**src/rtl/rx_uart_cfg_pkg.sv**
```systemverilog
// Shared definitions for the rx_uart_cfg receiver: FSM state encoding and counter sizing.
// The PARITY state exists only when RX_UART_CFG_PARITY_EN is defined.
package rx_uart_cfg_pkg;

  localparam int NB_STATE = 3;

  typedef enum logic [NB_STATE-1:0] {
    ST_IDLE   = 3'd0,
    ST_START  = 3'd1,
    ST_DATA   = 3'd2,
    ST_STOP   = 3'd3
`ifdef RX_UART_CFG_PARITY_EN
    ,
    ST_PARITY = 3'd4
`endif
  } state_t;

  // Bits needed for a counter running 0..n-1 (at least one bit).
  function automatic int cnt_w(input int n);
    return (n <= 2) ? 1 : $clog2(n);
  endfunction

endpackage

```
**src/rtl/rx_uart_sync.sv**
```systemverilog
// Two-flop synchronizer for the asynchronous serial line; flops reset to RST_VAL.
module rx_uart_sync #(
  parameter logic RST_VAL = 1'b1
) (
  input  logic i_clock,
  input  logic i_reset,
  input  logic i_d,
  output logic o_q
);

  logic meta_p0;
  logic sync_p1;

  always_ff @(posedge i_clock or posedge i_reset) begin
    if (i_reset) begin
      meta_p0 <= RST_VAL;
      sync_p1 <= RST_VAL;
    end else begin
      meta_p0 <= i_d;
      sync_p1 <= meta_p0;
    end
  end

  assign o_q = sync_p1;

endmodule

```
**src/rtl/rx_uart_cfg.sv**
```systemverilog
// Oversampling UART receiver with framing check; optional parity check when
// RX_UART_CFG_PARITY_EN is defined (adds i_parity_odd and the PARITY state).
module rx_uart_cfg
  import rx_uart_cfg_pkg::*;
#(
  parameter int NB_DATA    = 8,
  parameter int OVERSAMPLE = 16,
  parameter int SB_TICK    = 16
) (
  input  logic               i_clock,
  input  logic               i_reset,
  input  logic               i_s_tick,
  input  logic               i_rx,
`ifdef RX_UART_CFG_PARITY_EN
  input  logic               i_parity_odd,
`endif
  output logic [NB_DATA-1:0] o_data,
  output logic               o_rx_done_tick,
  output logic               o_frame_err,
  output logic               o_parity_err,
  output logic               o_busy
);

  localparam int TICK_MAX = (SB_TICK > OVERSAMPLE) ? SB_TICK : OVERSAMPLE;
  localparam int NB_TICK  = cnt_w(TICK_MAX);
  localparam int NB_BIT   = cnt_w(NB_DATA);

  localparam logic [NB_TICK-1:0] TICK_MID  = NB_TICK'(OVERSAMPLE / 2 - 1);
  localparam logic [NB_TICK-1:0] TICK_BIT  = NB_TICK'(OVERSAMPLE - 1);
  localparam logic [NB_TICK-1:0] TICK_STOP = NB_TICK'(SB_TICK - 1);
  localparam logic [NB_BIT-1:0]  BIT_LAST  = NB_BIT'(NB_DATA - 1);

`ifdef RX_UART_CFG_PARITY_EN
  localparam state_t ST_AFTER_DATA = ST_PARITY;
`else
  localparam state_t ST_AFTER_DATA = ST_STOP;
`endif

  state_t               state;
  logic [NB_TICK-1:0]   tick_cnt;
  logic [NB_BIT-1:0]    bit_cnt;
  logic [NB_DATA-1:0]   shreg;
  logic                 stop_bit;
  logic                 armed;
  logic                 rx_s;
  logic                 at_bit;
  logic                 stop_sample;
`ifdef RX_UART_CFG_PARITY_EN
  logic                 par_err;
`endif

  rx_uart_sync #(
    .RST_VAL (1'b1)
  ) u_sync (
    .i_clock (i_clock),
    .i_reset (i_reset),
    .i_d     (i_rx),
    .o_q     (rx_s)
  );

  assign at_bit      = (tick_cnt == TICK_BIT);
  // Framing sample may coincide with completion when SB_TICK equals OVERSAMPLE.
  assign stop_sample = at_bit ? rx_s : stop_bit;
  assign o_busy      = (state != ST_IDLE);

  // armed blocks a held-low line (break) from being taken as a new start bit.
  always_ff @(posedge i_clock or posedge i_reset) begin
    if (i_reset) begin
      state          <= ST_IDLE;
      tick_cnt       <= '0;
      bit_cnt        <= '0;
      shreg          <= '0;
      stop_bit       <= 1'b1;
      armed          <= 1'b1;
      o_data         <= '0;
      o_frame_err    <= 1'b0;
      o_rx_done_tick <= 1'b0;
`ifdef RX_UART_CFG_PARITY_EN
      par_err        <= 1'b0;
      o_parity_err   <= 1'b0;
`endif
    end else begin
      o_rx_done_tick <= 1'b0;
      if (rx_s) armed <= 1'b1;
      case (state)
        ST_IDLE: begin
          if (!rx_s && armed) begin
            state    <= ST_START;
            tick_cnt <= '0;
          end
        end
        ST_START: begin
          if (i_s_tick) begin
            if (tick_cnt == TICK_MID) begin
              tick_cnt <= '0;
              bit_cnt  <= '0;
              state    <= rx_s ? ST_IDLE : ST_DATA;
            end else begin
              tick_cnt <= tick_cnt + NB_TICK'(1);
            end
          end
        end
        ST_DATA: begin
          if (i_s_tick) begin
            if (at_bit) begin
              tick_cnt <= '0;
              shreg    <= {rx_s, shreg[NB_DATA-1:1]};
              if (bit_cnt == BIT_LAST) state <= ST_AFTER_DATA;
              else bit_cnt <= bit_cnt + NB_BIT'(1);
            end else begin
              tick_cnt <= tick_cnt + NB_TICK'(1);
            end
          end
        end
`ifdef RX_UART_CFG_PARITY_EN
        ST_PARITY: begin
          if (i_s_tick) begin
            if (at_bit) begin
              tick_cnt <= '0;
              par_err  <= ((^shreg) ^ rx_s) != i_parity_odd;
              state    <= ST_STOP;
            end else begin
              tick_cnt <= tick_cnt + NB_TICK'(1);
            end
          end
        end
`endif
        ST_STOP: begin
          if (i_s_tick) begin
            if (at_bit) stop_bit <= rx_s;
            if (tick_cnt == TICK_STOP) begin
              state          <= ST_IDLE;
              tick_cnt       <= '0;
              o_data         <= shreg;
              o_frame_err    <= ~stop_sample;
              o_rx_done_tick <= 1'b1;
`ifdef RX_UART_CFG_PARITY_EN
              o_parity_err   <= par_err;
`endif
              if (!stop_sample) armed <= 1'b0;
            end else begin
              tick_cnt <= tick_cnt + NB_TICK'(1);
            end
          end
        end
        default: state <= ST_IDLE;
      endcase
    end
  end

`ifndef RX_UART_CFG_PARITY_EN
  assign o_parity_err = 1'b0;
`endif

endmodule

```
**config.mk**
```make
export PLATFORM = sky130hd
export DESIGN_NAME = rx_uart_cfg
export DESIGN_NICKNAME = d
export VERILOG_FILES = /design/src/rtl/rx_uart_cfg_pkg.sv /design/src/rtl/rx_uart_sync.sv /design/src/rtl/rx_uart_cfg.sv
export SDC_FILE = /design/constraint.sdc
export NUM_CORES = 1
export LEC_CHECK = 0
export BUFFER_PORTS_ARGS = -buffer_cell sky130_fd_sc_hd__buf_2
export CAP_MARGIN = 20
export CORE_AREA = 5 5 64 66
export CTS_BUF_LIST = sky130_fd_sc_hd__clkbuf_2
export DETAILED_ROUTE_END_ITERATION = 6
export DIE_AREA = 0 0 69 71
export PLACE_DENSITY = 0.59
export RECOVER_POWER = 100
export SLEW_MARGIN = 15
export SYNTH_ARGS = -nofsm -noshare
export SYNTH_HDL_FRONTEND = slang
export SYNTH_HIERARCHICAL = 1
export SYNTH_SLANG_ARGS = --single-unit
```
**constraint.sdc**
```tcl
create_clock -name i_clock -period 1.8 [get_ports i_clock]
set_input_delay 0.27 -clock i_clock [delete_from_list [all_inputs] [get_ports i_clock]]
set_output_delay 0.27 -clock i_clock [all_outputs]
set_load 0.01 [all_outputs]
```
==> results.cfg, run 1 <==
[worst_setup_path]
cp-end-kind = register
crit_path_start_kind = register
arrival_ps = 2010
required_ps = 2040
critPathSlowestCell = dfrtp_1
max_stage_delay_ps = 420
path_cells = ha_1 -> nand4_2 -> clkbuf_1 -> nor3b_1 -> buf_4 -> mux2_2
critPathMaxFanout = 8
path_class = register to register

[placement]
dp_hpwl_microns = 1657
gp_congestion = 0.7396
dp.cells = 167
port_buffers = 14

[status]
outcome = finished clean

[synth]
yosys.area_share.simple_pct = 8.885
synthMuxAreaShare_pct = 16.82
synthAdderAreaFrac_pct = 2.836
synth_top_family_by_area = multiplexers
synth_xor_area_share_pct = 1.323
syn_nets = 107
netlist_area_sq_um = 1324
ys_top_cells_by_area = dfrtp_1, mux2_2, dfstp_2, ha_1, o21ai_0
synth_cell_types = 37
synth_cells = 100
yosysTopAreaCell = dfrtp_1
synth-compound-area-share_pct = 9.263
seq_area_frac_synth_pct = 56.99
synth.ff_latch_count = 30
synth_top_area_share_pct = 51.04
syn_area_per_cell_sq_um = 13.24
ys_warn_count = 6

[timing]
tightest_slew_ps = 682.3
finalHoldViolations = 0
setup_viol_count_final = 0
fin_skew_ps = 17.26
slew_headroom_pct = 54.51
grt_setup_unrepaired = false
hold_ws_ps = 299.3
slew_violations = 0
fmax_mhz = 562.1
tns_ps = 0
period_share_pct = 98.84
post-route-min-period_ps = 1779

[die]
die-width_microns = 69
design.core.area_sq_um = 3523
io_pins = 16
num_rows = 22
start_util_pct = 37.57
die-area_sq_um = 4899
dieHeight_microns = 71

[global_routing]
grt_pass1_vias = 899
grt_overflow_total = 0
grt_usage_pct = 9.994
antenna_found_initial = 0
grt_max_degree = 29
grt_pass1_wl_microns = 3926

[pwr]
peakVddDrop_mv = 0.3883
power.leakage_nw = 0.7589
p_per_area_nw_per_um2 = 1089
power_w = 0.001714

[flow_run]
cap_violations = 0

[clock_tree]
cts.reportedPaths.clkPinSlew_ps = 160
clkLatencyLatePin_ps = 340
cts_tree = done
cts.path.max_buffers = 2
cts_sinks = 30
numCtsBuffers = 5
htree_num_levels = 2
cts_root_buffer = clkbuf_2

[detailed_routing]
wl_microns = 2362
dr.pass1.iters = 4
first_iter_violations = 18
avgViaCountPerCell = 4.860
antenna_left = 0
vias = 865
drcViolationCount = 0
route.detailed.wl_per_inst_microns = 13.27

[finish]
nNetsFinal = 137
fin_cells = 178
fillCellCount = 371
syn_to_final_growth_pct = 18.90
diodes = 0
layout-drive-gt1-share_pct = 34.62

[hold_path]
holdCritPathClass = input port to register
-- timing repair --
action / 4_1_cts / 5_1_grt
setup endpoints to repair: 2 / 2
cloned: 0 / 0
gates resized for setup: 0 / 2
hold endpoints to repair: 30 / 0
pin swaps: 0 / 1
buffers inserted: 1 / 1
hold buffers: 2 / 0
-- state kept, by name, summed over array words and instances, names as in the netlist --
register,cells
u_sync/meta_p0,1
state,2
o_data,8
shreg,8
tick_cnt,4
armed,1
bit_cnt,3
o_frame_err,1
o_rx_done_tick,1
u_sync/o_q,1
-- per-layer routing --
layer / part of all wire (%) / global-route usage [%]
met1: 47 / 12.81
met2: 47 / 15.36
met3: 4.3 / 3.267
met4: 1.1 / 4.555
met5: 0 / 0
-- critical path, delay by kind of cell (launching register included) --
kind / cells / cell delay [ps]
flip-flops: 1 / 420
AND/OR/NAND/NOR: 2 / 340
adder cells (fa/ha/maj): 1 / 200
buffers and inverters: 2 / 360
multiplexers: 1 / 350
-- layout make-up --
type / count / area, sq um / area share, %
clock buffers: 5 / 25.02 / 1.590
clock inverters: 2 / 33.78 / 2.146
inverters: 5 / 18.77 / 1.192
multi-input cells: 60 / 523.0 / 33.23
flip-flops and latches: 30 / 754.5 / 47.93
well taps: 48 / 60.06 / 3.816
repair buffers: 28 / 158.9 / 10.10
-- cells in the final DEF, fill, tap and decap left out, types with 3 or more instances in the layout --
cell type / n
clkbuf_2: 7
mux2_2: 16
dfstp_2: 3
o21ai_0: 5
inv_1: 5
buf_4: 8
buf_2: 4
dfrtp_1: 27
nand3_1: 3
clkbuf_1: 11
-- path summary, 6_finish.rpt --
check | start | end | slack, ps | depth (start not counted)
hold reg to reg | u_sync/meta_p0 | u_sync/o_q | 370 | 0
hold / removal | i_s_tick | tick_cnt[2] | 300 | 3
max in group asynchronous | i_reset | bit_cnt[0] | 710 | 4
setup / recovery | tick_cnt[0] | shreg[5] | 20 | 6
min in group asynchronous | i_reset | u_sync/meta_p0 | 490 | 3
setup reg to reg | tick_cnt[0] | shreg[5] | 20 | 6
-- metrics by stage --
step	setup slack [ps]	util (%)	area, sq um
after global routing	7.058	44.67	1574
after global placement	41.81	42.58	1500
final	20.82	44.67	1574
after floorplan	64.98	-	1324
after CTS	12.11	45.03	1587
after detailed placement	6.360	42.58	1500
-- cell usage after synthesis --
cell and instances:
xor2_1 1, conb_1 1, o2bb2ai_1 1, buf_4 2, nor2_1 2, mux2_1 2, and2_1 1, nand2_1 2
mux2i_1 2, o221ai_1 1, o21a_1 1, o31ai_1 1, or2_2 1, o211ai_1 1, buf_1 1, a211o_1 1
dfrtp_1 27, inv_1 5, nand3_1 3, nor3b_2 1, or4b_1 1, nand2b_1 1, nor3b_1 1, dfstp_2 3
nand4_1 2, or4b_4 1, ha_1 3, a221oi_1 1, xnor2_1 1, nand4_2 1, o31a_1 2, a21oi_1 1
buf_2 2, o22a_1 1, a22o_1 1, o21ai_0 5, mux2_2 16
-- logic make-up after synthesis --
| kind of cell | count (synthesis) |
|---|---|
| xor gates and xnor gates | 2 |
| other | 1 |
| and+or+nand+nor | 17 |
| buffers and inverters | 10 |
| AOI/OAI and AO/OA | 17 |
| DFF | 30 |
| adders and majority gates | 3 |
| muxes | 20 |
-- where the power goes --
group          switching, W  internal [W]  leakage [nW]
Sequential        0.0000662      0.000757         0.391
Clock              0.000217      0.000224        0.0365
Combinational      0.000247      0.000204         0.332
Total              0.000530       0.00118         0.759
Note: power is estimated with default switching activity, not from simulation.
==> inputs of run 2 (changes only) <==
Settings changed: GPL_ROUTABILITY_DRIVEN from default to 0, PLACE_DENSITY 0.59 to 0.7.
==> results.cfg, run 2 (same netlist as run 1, synthesis figures left out) <==
[timing]
period_share_pct = 97.84
finalHoldViolations = 0
post-route-min-period_ps = 1761
fin_skew_ps = 15.63
slew_violations = 0
grt_setup_unrepaired = false
setup_viol_count_final = 0
fmax_mhz = 567.8
hold_ws_ps = 288.0

[finish]
reg.largest.list = o_data: 8 flops, shreg: 8 flops, tick_cnt: 4 flops
fin_cells = 182
syn_to_final_growth_pct = 22.97
final_cell_mix = dfrtp_1, mux2_2, clkbuf_1
nNetsFinal = 140
diodes = 0
finish.instance_area_sq_um = 1628
layout-drive-gt1-share_pct = 39.55
final_common_cell = dfrtp_1

[pwr]
power.leakage_nw = 0.7810
p_per_area_nw_per_um2 = 1114
peakVddDrop_mv = 0.6631
power_w = 0.001813

[global_routing]
grt_pass1_wl_microns = 4264
grt_usage_pct = 11.02
grt_max_degree = 18
grt_overflow_total = 0
antenna_found_initial = 0
grt_pass1_vias = 942

[placement]
postPlaceCellArea_sq_um = 1493
port_buffers = 14
dp.cells = 166
dp_hpwl_microns = 1768

[flow_run]
cap_violations = 0

[clock_tree]
numCtsBuffers = 5
cts_root_buffer = clkbuf_2
cts_sinks = 30
cts.path.max_buffers = 2
cts.reportedPaths.clkPinSlew_ps = 160
htree_num_levels = 2
cts_tree = done
clkLatencyLatePin_ps = 360

[die]
num_rows = 22
dieHeight_microns = 71
io_pins = 16
die-area_sq_um = 4899
start_util_pct = 37.57
design.core.area_sq_um = 3523
die-width_microns = 69

[detailed_routing]
antenna_left = 0
drcViolationCount = 0
wl_microns = 2524
vias = 886
wl_met2_microns = 1260
dr.pass1.iters = 3
drt-met1-wl_microns = 1108
wl_met3_microns = 105
avgViaCountPerCell = 4.868
top_layer = met4
route.detailed.wl_per_inst_microns = 13.87
first_iter_violations = 7

[worst_setup_path]
crit_path_start_kind = register
required_ps = 2070
path_class = register to register
arrival_ps = 2030
cp-end-kind = register
critPathMaxFanout = 3

[hold_path]
holdCritPathClass = input port to register

[status]
outcome = finished clean
## run 2: changes by cell type in the layout (fill, tap and decap cells not counted), moves of 2 or more
cell,previous run,this run
buf_4,8,11
clkbuf_1,11,13
clkinv_2,0,2
ha_1,2,0
ha_2,1,3
## run 2: final cells by class
class                   instances  area [sq um]
clock buffers                   5         25.02
clock inverters                 3         40.04
fillers                       354          1896
inverters                       5         18.77
multi-input cells              60         549.3
flip-flops and latches         30         755.7
well taps                      48         60.06
repair buffers                 31         178.9
## run 2: what timing repair did
| item | 4_1_cts | 5_1_grt |
|---|---|---|
| hold buffers | 2 | 0 |
| gates cloned | 0 | 0 |
| setup buffers | 2 | 4 |
| endpoints found under the hold margin | 13 | 0 |
| setup endpoints to repair | 2 | 13 |
| pin swaps | 1 | 2 |
| resized for setup | 1 | 8 |
## run 2: where the power goes
part	total (W)	switching, W	internal [W]
combinational	0.000525	0.000277	0.000248
clock	0.000461	0.000230	0.000231
sequential	0.000828	0.0000689	0.000759
total	0.00181	0.000576	0.00124
## run 2: worst paths after layout
path	startpoint	to	slack [ps]	cells after the start
setup / recovery	bit_cnt[0]	bit_cnt[2]	40	4
hold / removal	i_s_tick	tick_cnt[2]	290	3
setup reg to reg	bit_cnt[0]	bit_cnt[2]	40	4
hold reg to reg	u_sync/meta_p0	u_sync/o_q	350	0
max in group asynchronous	i_reset	shreg[7]	600	4
min in group asynchronous	i_reset	u_sync/o_q	430	3
## run 2: metrics by stage
stage / setup WS [ps] / setup TNS (ps) / utilization [%]
floorplan: 64.98 / 0 / -
global placement: 47.55 / 0 / 42.37
detailed placement: -42.45 / -64.48 / 42.37
CTS: 9.237 / 0 / 45.31
global route: 1.315 / 0 / 46.20
finish: 38.89 / 0 / 46.20
## run 2: metal layers
metal | global-route usage [%] | vias up
met2 | 17.80 | 18
met4 | 5.640 | 0
met5 | 0 | -
met3 | 4.119 | 5
li1 | - | 423
met1 | 12.82 | 440
## run 2: critical path, cell delays in order, from the launching register on
cell	delay, ps
dfrtp_1	420
ha_2	200
ha_2	170
or4b_4	560
mux2_4	320
==> inputs of run 3 (changes only) <==
Settings changed: CORE_AREA 5 5 64 66 to 5 5 56 58, DIE_AREA 0 0 69 71 to 0 0 61 63, PLACE_DENSITY 0.7 to 0.86.
==> results.cfg, run 3 (same netlist as run 1, synthesis figures left out) <==
[status]
outcome = finished clean

[die]
start_util_pct = 50.62
die-area_sq_um = 3843
io_pins = 16
die-width_microns = 61
num_rows = 19
design.core.area_sq_um = 2615
dieHeight_microns = 63

[worst_setup_path]
required_ps = 2050
arrival_ps = 2030
critPathMaxFanout = 3
cp-end-kind = register
crit_path_start_kind = register
path_class = register to register

[clock_tree]
htree_num_levels = 2
cts_tree = done
cts.reportedPaths.clkPinSlew_ps = 130
cts_sinks = 30
cts.path.max_buffers = 2
clkLatencyLatePin_ps = 370
numCtsBuffers = 5
cts_root_buffer = clkbuf_2

[finish]
multi_input_area_sq_um = 546.8
fin_cells = 166
diodes = 0
fillCellCount = 209
nNetsFinal = 141
layout-drive-gt1-share_pct = 39.26
final_common_cell = dfrtp_1
syn_to_final_growth_pct = 21.74
reg.largest.list = o_data: 8 flops, shreg: 8 flops, tick_cnt: 4 flops
seqCellArea_sq_um = 754.5
final_cell_mix = dfrtp_1, mux2_2, buf_4

[global_routing]
antenna_found_initial = 0
grt_pass1_wl_microns = 4416
grt_overflow_total = 0
grt_usage_pct = 15.69
grt_pass1_vias = 939
grt_max_degree = 18

[detailed_routing]
route.detailed.wl_per_inst_microns = 16.18
antenna_left = 0
first_iter_violations = 24
vias = 929
wl_microns = 2686
dr.pass1.iters = 4
drcViolationCount = 0
avgViaCountPerCell = 5.596

[timing]
period_share_pct = 98.83
fmax_mhz = 562.1
post-route-min-period_ps = 1779
finalHoldViolations = 0
setup_viol_count_final = 0
hold_ws_ps = 289.5
fin_skew_ps = 23.31
slew_violations = 0
grt_setup_unrepaired = false

[pwr]
peakVddDrop_mv = 0.8633
power.leakage_nw = 0.7803
p_per_area_nw_per_um2 = 1148

[placement]
dp_hpwl_microns = 1770
port_buffers = 14
dp.cells = 150

[flow_run]
cap_violations = 0

[hold_path]
holdCritPathClass = input port to register
==> run 3: per-stage QoR <==
| stage | total power, W | setup slack [ps] | util [%] | instance area [sq um] | TNS (ps) |
|---|---|---|---|---|---|
| floorplan | 0.001116 | 64.98 | - | 1324 | 0 |
| global placement | 0.001248 | 43.29 | 56.56 | 1479 | 0 |
| detailed placement | 0.001277 | -34.69 | 56.56 | 1479 | -59.31 |
| CTS | 0.001767 | 7.643 | 60.14 | 1573 | 0 |
| global route | 0.001963 | 2.138 | 61.63 | 1612 | 0 |
| finish | 0.001850 | 21.01 | 61.63 | 1612 | 0 |
==> run 3: final timing paths <==
check / cells past startpoint / slack (ps) / from / to
worst max-delay path: 4 / 20 / bit_cnt[1] / bit_cnt[1]
worst min-delay path: 3 / 290 / i_s_tick / tick_cnt[2]
worst max register to register: 4 / 20 / bit_cnt[1] / bit_cnt[1]
worst min register to register: 0 / 370 / u_sync/meta_p0 / u_sync/o_q
max in group asynchronous: 4 / 590 / i_reset / o_data[6]
min in group asynchronous: 3 / 440 / i_reset / state[0]
==> run 3: final cells by class <==
| class | count | area share [%] |
|---|---|---|
| Multi-Input combinational cell | 60 | 33.93 |
| Sequential cell | 30 | 46.82 |
| Timing Repair Buffer | 32 | 11.72 |
| Tap cell | 31 | 2.407 |
| Inverter | 5 | 1.165 |
| Clock inverter | 2 | 2.096 |
| Clock buffer | 6 | 1.863 |
==> run 3: layer usage <==
layer | vias up | GRT usage [%] | share of wire [%]
li1 | 428 | - | -
met1 | 462 | 19.17 | 41
met2 | 27 | 24.47 | 51
met3 | 12 | 5.579 | 4.8
met4 | 0 | 6.775 | 3.2
met5 | - | 0 | 0
==> run 3: where the power goes <==
| part | leakage [nW] | internal [W] | switching [W] |
|---|---|---|---|
| Clock | 0.0406 | 0.000237 | 0.000229 |
| Sequential | 0.389 | 0.000757 | 0.0000680 |
| Combinational | 0.350 | 0.000264 | 0.000294 |
==> run 3: what timing repair did <==
action / 4_1_cts / 5_1_grt
pin swaps: 1 / 2
endpoints found under the hold margin: 13 / 0
gates resized for setup: 1 / 5
buffers inserted: 1 / 5
hold buffers: 2 / 0
setup endpoints to repair: 2 / 12
==> run 3: worst max-delay path, stage by stage (launching register included) <==
cell	delay [ps]
dfrtp_1	410
ha_2	210
ha_4	160
or4b_4	570
mux2_4	320
